<file path="src/rtl/cpu_control_id_ex.sv">
// LEGv8 ID-stage control decode plus ID/EX pipeline register and EX-stage ALU control.
// Latency: decode is combinational, the ID/EX register adds one cycle. No backpressure; flush inserts a bubble.
module cpu_control_id_ex (
    input  logic        clk,
    input  logic        rst,
    input  logic        flush,
    input  logic [10:0] opcode,
    input  logic [63:0] currPC,
    input  logic [63:0] pc_plus4,
    input  logic [63:0] rd1,
    input  logic [63:0] rd2,
    input  logic [63:0] ext_out,
    input  logic [4:0]  targetReg,
    input  logic [5:0]  shamt,
    input  logic        offset_sign,
    output logic        uncondBr,
    output logic        branch,
    output logic        branchReg,
    output logic        Reg2Loc,
    output logic        branchLink,
    output logic        RegWrite,
    output logic        ALU_Src,
    output logic        ALU_SH,
    output logic        Imm,
    output logic        shiftDirn,
    output logic        ALU_on,
    output logic        set_flags,
    output logic        memToReg,
    output logic        memWrite,
    output logic        memRead,
    output logic        ALU_Src_EX,
    output logic        ALU_SH_EX,
    output logic        Imm_EX,
    output logic        shiftDirn_EX,
    output logic        ALU_on_EX,
    output logic        set_flags_EX,
    output logic        branchReg_EX,
    output logic        branch_EX,
    output logic        uncondBr_EX,
    output logic        memToReg_EX,
    output logic        memWrite_EX,
    output logic        memRead_EX,
    output logic        branchLink_EX,
    output logic        RegWrite_EX,
    output logic [63:0] currPC_reg_EX,
    output logic [63:0] pc_plus4_EX,
    output logic [63:0] rd1_EX,
    output logic [63:0] rd2_EX,
    output logic [63:0] ext_out_EX,
    output logic [4:0]  targetReg_EX,
    output logic [5:0]  shamt_EX,
    output logic [10:0] opcode_EX,
    output logic [2:0]  ALU_cntrl_EX
);

    typedef struct packed {
        logic uncond_br;
        logic branch;
        logic branch_reg;
        logic reg2loc;
        logic branch_link;
        logic reg_write;
        logic alu_src;
        logic alu_sh;
        logic imm;
        logic shift_dirn;
        logic alu_on;
        logic set_flags;
        logic mem_to_reg;
        logic mem_write;
        logic mem_read;
    } ctrl_t;

    // Reg2Loc only steers the ID-stage register read, so it is not carried into EX.
    typedef struct packed {
        logic        uncond_br;
        logic        branch;
        logic        branch_reg;
        logic        branch_link;
        logic        reg_write;
        logic        alu_src;
        logic        alu_sh;
        logic        imm;
        logic        shift_dirn;
        logic        alu_on;
        logic        set_flags;
        logic        mem_to_reg;
        logic        mem_write;
        logic        mem_read;
        logic [63:0] pc;
        logic [63:0] pc_plus4;
        logic [63:0] rd1;
        logic [63:0] rd2;
        logic [63:0] ext;
        logic [4:0]  target;
        logic [5:0]  shamt;
        logic [10:0] opcode;
        logic        offset_sign;
    } ex_t;

    ctrl_t      dec;
    ex_t        ex_d;
    ex_t        ex_q;
    logic [2:0] alu_cntrl;

    always_comb begin
        dec = '0;
        if (!rst) begin
            casez (opcode)
                11'b1001000100?: begin // ADDI
                    dec.alu_src   = 1'b1;
                    dec.imm       = 1'b1;
                    dec.alu_on    = 1'b1;
                    dec.reg_write = 1'b1;
                    dec.reg2loc   = 1'b1;
                end
                11'b10101011000, 11'b11101011000: begin // ADDS, SUBS
                    dec.reg2loc   = 1'b1;
                    dec.alu_on    = 1'b1;
                    dec.set_flags = 1'b1;
                    dec.reg_write = 1'b1;
                end
                11'b10001010000, 11'b10101010000, 11'b11001010000: begin // AND, ORR, EOR
                    dec.reg2loc   = 1'b1;
                    dec.alu_on    = 1'b1;
                    dec.reg_write = 1'b1;
                end
                11'b11111000010: begin // LDUR
                    dec.alu_src    = 1'b1;
                    dec.alu_on     = 1'b1;
                    dec.mem_read   = 1'b1;
                    dec.mem_to_reg = 1'b1;
                    dec.reg_write  = 1'b1;
                end
                11'b11111000000: begin // STUR
                    dec.alu_src   = 1'b1;
                    dec.alu_on    = 1'b1;
                    dec.mem_write = 1'b1;
                end
                11'b11010011011: begin // LSL
                    dec.alu_sh    = 1'b1;
                    dec.reg_write = 1'b1;
                end
                11'b11010011010: begin // LSR
                    dec.alu_sh     = 1'b1;
                    dec.reg_write  = 1'b1;
                    dec.shift_dirn = 1'b1;
                end
                11'b000101?????: begin // B
                    dec.uncond_br = 1'b1;
                    dec.branch    = 1'b1;
                end
                11'b100101?????: begin // BL
                    dec.uncond_br   = 1'b1;
                    dec.branch      = 1'b1;
                    dec.branch_link = 1'b1;
                    dec.reg_write   = 1'b1;
                end
                11'b11010110000: dec.branch_reg = 1'b1;       // BR
                11'b01010100???: dec.branch     = 1'b1;       // B.cond
                11'b10110100???: dec.branch     = 1'b1;       // CBZ
                default:         dec            = '0;
            endcase
        end
    end

    assign uncondBr   = dec.uncond_br;
    assign branch     = dec.branch;
    assign branchReg  = dec.branch_reg;
    assign Reg2Loc    = dec.reg2loc;
    assign branchLink = dec.branch_link;
    assign RegWrite   = dec.reg_write;
    assign ALU_Src    = dec.alu_src;
    assign ALU_SH     = dec.alu_sh;
    assign Imm        = dec.imm;
    assign shiftDirn  = dec.shift_dirn;
    assign ALU_on     = dec.alu_on;
    assign set_flags  = dec.set_flags;
    assign memToReg   = dec.mem_to_reg;
    assign memWrite   = dec.mem_write;
    assign memRead    = dec.mem_read;

    always_comb begin
        ex_d = '0;
        if (!rst && !flush) begin
            ex_d.uncond_br   = dec.uncond_br;
            ex_d.branch      = dec.branch;
            ex_d.branch_reg  = dec.branch_reg;
            ex_d.branch_link = dec.branch_link;
            ex_d.reg_write   = dec.reg_write;
            ex_d.alu_src     = dec.alu_src;
            ex_d.alu_sh      = dec.alu_sh;
            ex_d.imm         = dec.imm;
            ex_d.shift_dirn  = dec.shift_dirn;
            ex_d.alu_on      = dec.alu_on;
            ex_d.set_flags   = dec.set_flags;
            ex_d.mem_to_reg  = dec.mem_to_reg;
            ex_d.mem_write   = dec.mem_write;
            ex_d.mem_read    = dec.mem_read;
            ex_d.pc          = currPC;
            ex_d.pc_plus4    = pc_plus4;
            ex_d.rd1         = rd1;
            ex_d.rd2         = rd2;
            ex_d.ext         = ext_out;
            ex_d.target      = targetReg;
            ex_d.shamt       = shamt;
            ex_d.opcode      = opcode;
            ex_d.offset_sign = offset_sign;
        end
    end

    always_ff @(posedge clk) begin
        ex_q <= ex_d;
    end

    // Load/store offsets arrive as a magnitude, so a negative one turns the add into a subtract.
    always_comb begin
        alu_cntrl = 3'b000;
        if (ex_q.alu_on) begin
            casez (ex_q.opcode)
                11'b1001000100?: alu_cntrl = 3'b010;                            // ADDI
                11'b10101011000: alu_cntrl = 3'b010;                            // ADDS
                11'b11101011000: alu_cntrl = 3'b011;                            // SUBS
                11'b10001010000: alu_cntrl = 3'b100;                            // AND
                11'b10101010000: alu_cntrl = 3'b101;                            // ORR
                11'b11001010000: alu_cntrl = 3'b110;                            // EOR
                11'b11111000010,
                11'b11111000000: alu_cntrl = ex_q.offset_sign ? 3'b011 : 3'b010; // LDUR, STUR
                default:         alu_cntrl = 3'b000;
            endcase
        end
    end

    assign ALU_Src_EX    = ex_q.alu_src;
    assign ALU_SH_EX     = ex_q.alu_sh;
    assign Imm_EX        = ex_q.imm;
    assign shiftDirn_EX  = ex_q.shift_dirn;
    assign ALU_on_EX     = ex_q.alu_on;
    assign set_flags_EX  = ex_q.set_flags;
    assign branchReg_EX  = ex_q.branch_reg;
    assign branch_EX     = ex_q.branch;
    assign uncondBr_EX   = ex_q.uncond_br;
    assign memToReg_EX   = ex_q.mem_to_reg;
    assign memWrite_EX   = ex_q.mem_write;
    assign memRead_EX    = ex_q.mem_read;
    assign branchLink_EX = ex_q.branch_link;
    assign RegWrite_EX   = ex_q.reg_write;
    assign currPC_reg_EX = ex_q.pc;
    assign pc_plus4_EX   = ex_q.pc_plus4;
    assign rd1_EX        = ex_q.rd1;
    assign rd2_EX        = ex_q.rd2;
    assign ext_out_EX    = ex_q.ext;
    assign targetReg_EX  = ex_q.target;
    assign shamt_EX      = ex_q.shamt;
    assign opcode_EX     = ex_q.opcode;
    assign ALU_cntrl_EX  = alu_cntrl;

endmodule

</file>
<file path="config.mk">
export PLATFORM = sky130hd
export DESIGN_NAME = cpu_control_id_ex
export DESIGN_NICKNAME = d
export VERILOG_FILES = /design/src/rtl/cpu_control_id_ex.sv
export SDC_FILE = /design/constraint.sdc
export NUM_CORES = 1
export LEC_CHECK = 0
export ABC_CLOCK_PERIOD_IN_PS = 4200
export CORE_AREA = 2 2 278 280
export CTS_CLUSTER_DIAMETER = 200
export DETAILED_ROUTE_END_ITERATION = 8
export DIE_AREA = 0 0 280 282
export HOLD_SLACK_MARGIN = 0.15
export PLACE_DENSITY_LB_ADDON = 0.25
export SYNTH_ARGS = -nofsm -noshare
export SYNTH_HDL_FRONTEND = slang
export SYNTH_SLANG_ARGS = --single-unit
export TNS_END_PERCENT = 5
</file>
<file path="constraint.sdc">
create_clock -name clk -period 4.2 [get_ports clk]
set_input_delay 1.26 -clock clk [delete_from_list [all_inputs] [get_ports clk]]
set_output_delay 1.26 -clock clk [all_outputs]
set_load 0.01 [all_outputs]
</file>
==> metrics <==
status=finished with violations; failing checks=setup timing; cells after synthesis=1163; vias=roughly 8400; I/O Buffers=719; Residual DRC=0; Mapped Avg Cell Area=10.8 um^2; CP Max Fanout=8; final worst slack=-0.0105 ns; synth warn=0; combinational fraction of design power=10.5%; dpl cells=2516; sequential share of the synthesized area=57.0%; # diodes=0; VDD IR max=0.289 mV; Final #Nets=1927; Layout area overhead=59.7%; Hold Vio Cnt, Final=0; vias per inst=3.24; period utilisation layout=100%; DIE WIDTH=280 um; syn_nets=1509; Data arrival, critical path=approximately 3.0 ns; Pint=0.00637 W; achievable frequency=238 MHz; dominant cells by area after synthesis=dfxtp_1, buf_4, and2_1; postcts setup bufs=0; Crit. End Element=output pin; max-slew violations=0; routed length per instance=15.3 um; # H-tree levels=2; die height=~280 um; GRT overflow=0; number of synthesized register bits=356; Clock Power Share=around 46%; CTS buffer count=between 40 and 50; DRT iter0 DRCs=150; Rows=101; slew margin rel.=roughly three fifths; clock-pin slew on the worst setup and hold paths=0.06 ns; CP startpoint kind=input pin; number of clock sinks=356; mapped cell area=12500 um^2; cell leakage power=7.69 nW; die footprint=roughly 80000 um^2; worst min-delay path startpoint=opcode[9]; fill cell count=7967; Least-Margin Pin Slew=0.599 ns; I/O pin total=720; final wirelength=39.6 mm; Worst Path Required=2.94 ns; Crit Path Class=input pin to output pin; Max-Cap Viols=0; largest net degree at the start of global routing=roughly 130; Tot GR Track Use=9.33%; RSZ-0062 raised after global routing=true; DRT Pass-1 Iters=4; proportion of layout cells with a drive suffix above 1=8.07%; Sw Share=21.5%; total power=approximately 0.008 W; sequential share of power=43.7%; HPWL Detailed=approximately 31 mm; Pwr Density=406 nW/um^2; Routability Congestion=just under 0.8; post-synth top area share=57.0%; fin crit period=~4.2 ns; CTS tree=built; Root Buffer=clkbuf_16; Max clock buf depth=3; Post-Place Worst Slack=-0.658 ns; core area=75700 um^2; endpoints failing setup=1; hold path cells=3; area leader, netlist=dfxtp_1; post-route insts no fill=2588; vias in the first global route=8629; setup TNS=-0.0105 ns; Initial Utilization=about 17%; WHS Endpoint=uncondBr_EX; Routed Antenna Nets=0; first-pass GRT wire length=about 55 mm; switching pwr=about 0.0017 W; initial antenna violation count=1; Netlist cell types=34; Hold WC Path Type=input pin to flip-flop
## power by group through the flow
| stage | Combinational [W] | Clock (W) | Sequential, W |
|---|---|---|---|
| global placement | 0.000863 | 0 | 0.00362 |
| global route | 0.000911 | 0.00401 | 0.00356 |
| CTS | 0.000868 | 0.00388 | 0.00355 |
| floorplan | 0.000375 | 0 | 0.00361 |
| finish | 0.000850 | 0.00372 | 0.00355 |
| detailed placement | 0.000862 | 0 | 0.00362 |
## synthesized netlist by cell type
| library cell | instances |
|---|---|
| nor3_1 | 7 |
| or3_1 | 1 |
| dfxtp_1 | 356 |
| nor2_1 | 16 |
| nand3_1 | 1 |
| o2111a_1 | 1 |
| or4b_1 | 2 |
| nand4b_1 | 3 |
| nand2_1 | 6 |
| or4_4 | 1 |
| o32a_1 | 1 |
| a21boi_1 | 2 |
| nor4b_1 | 2 |
| nor3b_1 | 6 |
| o22ai_1 | 1 |
| nor4_1 | 3 |
| nand3b_1 | 3 |
| buf_4 | 344 |
| and3_1 | 1 |
| a21oi_1 | 3 |
| or2_2 | 1 |
| a21bo_1 | 1 |
| nand4_1 | 2 |
| a21oi_2 | 2 |
| nand2b_1 | 3 |
| a2111oi_0 | 2 |
| and3_4 | 1 |
| or2_1 | 1 |
| clkbuf_1 | 40 |
| o31a_1 | 1 |
| and2_1 | 344 |
| o21a_1 | 1 |
| o21ai_1 | 2 |
| or4_1 | 2 |
## cell usage in the layout (no fill, tap or decap), drive strengths merged, types with 3 or more instances in the layout
cell type | synthesis | routed
clkinv | 0 | 5
nor3 | 7 | 7
nor2 | 16 | 16
nand2 | 6 | 6
nor4 | 3 | 3
bufinv | 0 | 5
nor3b | 6 | 6
nand3b | 3 | 3
dfxtp | 356 | 356
nand4b | 3 | 3
buf | 344 | 48
and2 | 344 | 344
dlygate4sd2 | 0 | 6
clkbuf | 40 | 60
clkdlybuf4s50 | 0 | 696
clkdlybuf4s15 | 0 | 3
a21oi | 5 | 5
dlymetal6s2s | 0 | 6
nand2b | 3 | 3
or4 | 3 | 3
## per-layer routing
metal | GRT usage [%] | vias up | share of wire [%]
met2 | 16.6 | 435 | 51
li1 | - | 4067 | -
met3 | 3.89 | 77 | 9.8
met1 | 9.61 | 3811 | 36
met4 | 3.85 | 2 | 3.3
met5 | 0 | - | 0.033
## sequential cells by signal, indices dropped and copies added, names as in the netlist, 5 cells and up
name           count
currPC_reg_EX     64
ext_out_EX        64
pc_plus4_EX       64
rd1_EX            64
rd2_EX            64
opcode_EX         11
shamt_EX           6
targetReg_EX       5
## how the worst max path moves through the flow
stage / from / to / slack, ns / cells after the start
floorplan: opcode[3] / memToReg / 0.30 / 4
global placement: opcode[3] / RegWrite / -0.66 / 6
detailed placement: opcode[3] / RegWrite / -0.66 / 6
CTS: opcode[1] / RegWrite / -0.12 / 6
global route: opcode[10] / branch / -0.06 / 7
finish: opcode[10] / branch / -0.01 / 7
## critical path, stage by stage
cell and delay, ns:
clkdlybuf4s50_1 0.44, buf_6 0.15, o31a_1 0.29, o32a_1 0.19, nor4b_2 0.25, buf_4 0.15, clkdlybuf4s15_2 0.22
## timing repair
action                     in CTS  in global routing
cloned                          0                  0
setup endpoints to repair      15                 14
pin swaps                       4                  0
resized for setup              56                 11
hold buffers                    0                  0
## cells by family (layout without fill, tap and decap cells)
group                  Yosys count  count (layout)  synth area share [%]
DFF                            356             356                  57.0
and+or+nand+nor                406             406                  20.1
buffers and inverters          384             831                  21.8
AOI/OAI and AO/OA               17              17                  1.03
## layout make-up
class | count | area (um^2) | share of cell area (%)
repair buffers | 759 | 7520 | 37.6
flip-flops and latches | 356 | 7130 | 35.7
multi-input cells | 423 | 2710 | 13.6
well taps | 978 | 1220 | 6.13
clock buffers | 60 | 1200 | 6.01
clock inverters | 12 | 195 | 0.977
## through the flow
stage / hold slack [ns] / utilization (%) / cell area, um^2
after global routing: 1.08 / 26.4 / 20000
after floorplan: 1.33 / - / 12500
after global placement: 1.83 / 24.5 / 18500
final: 1.11 / 26.4 / 20000
after detailed placement: 1.83 / 24.5 / 18500
after CTS: 1.11 / 26.4 / 19900
Power figures use the tool's default switching activity.
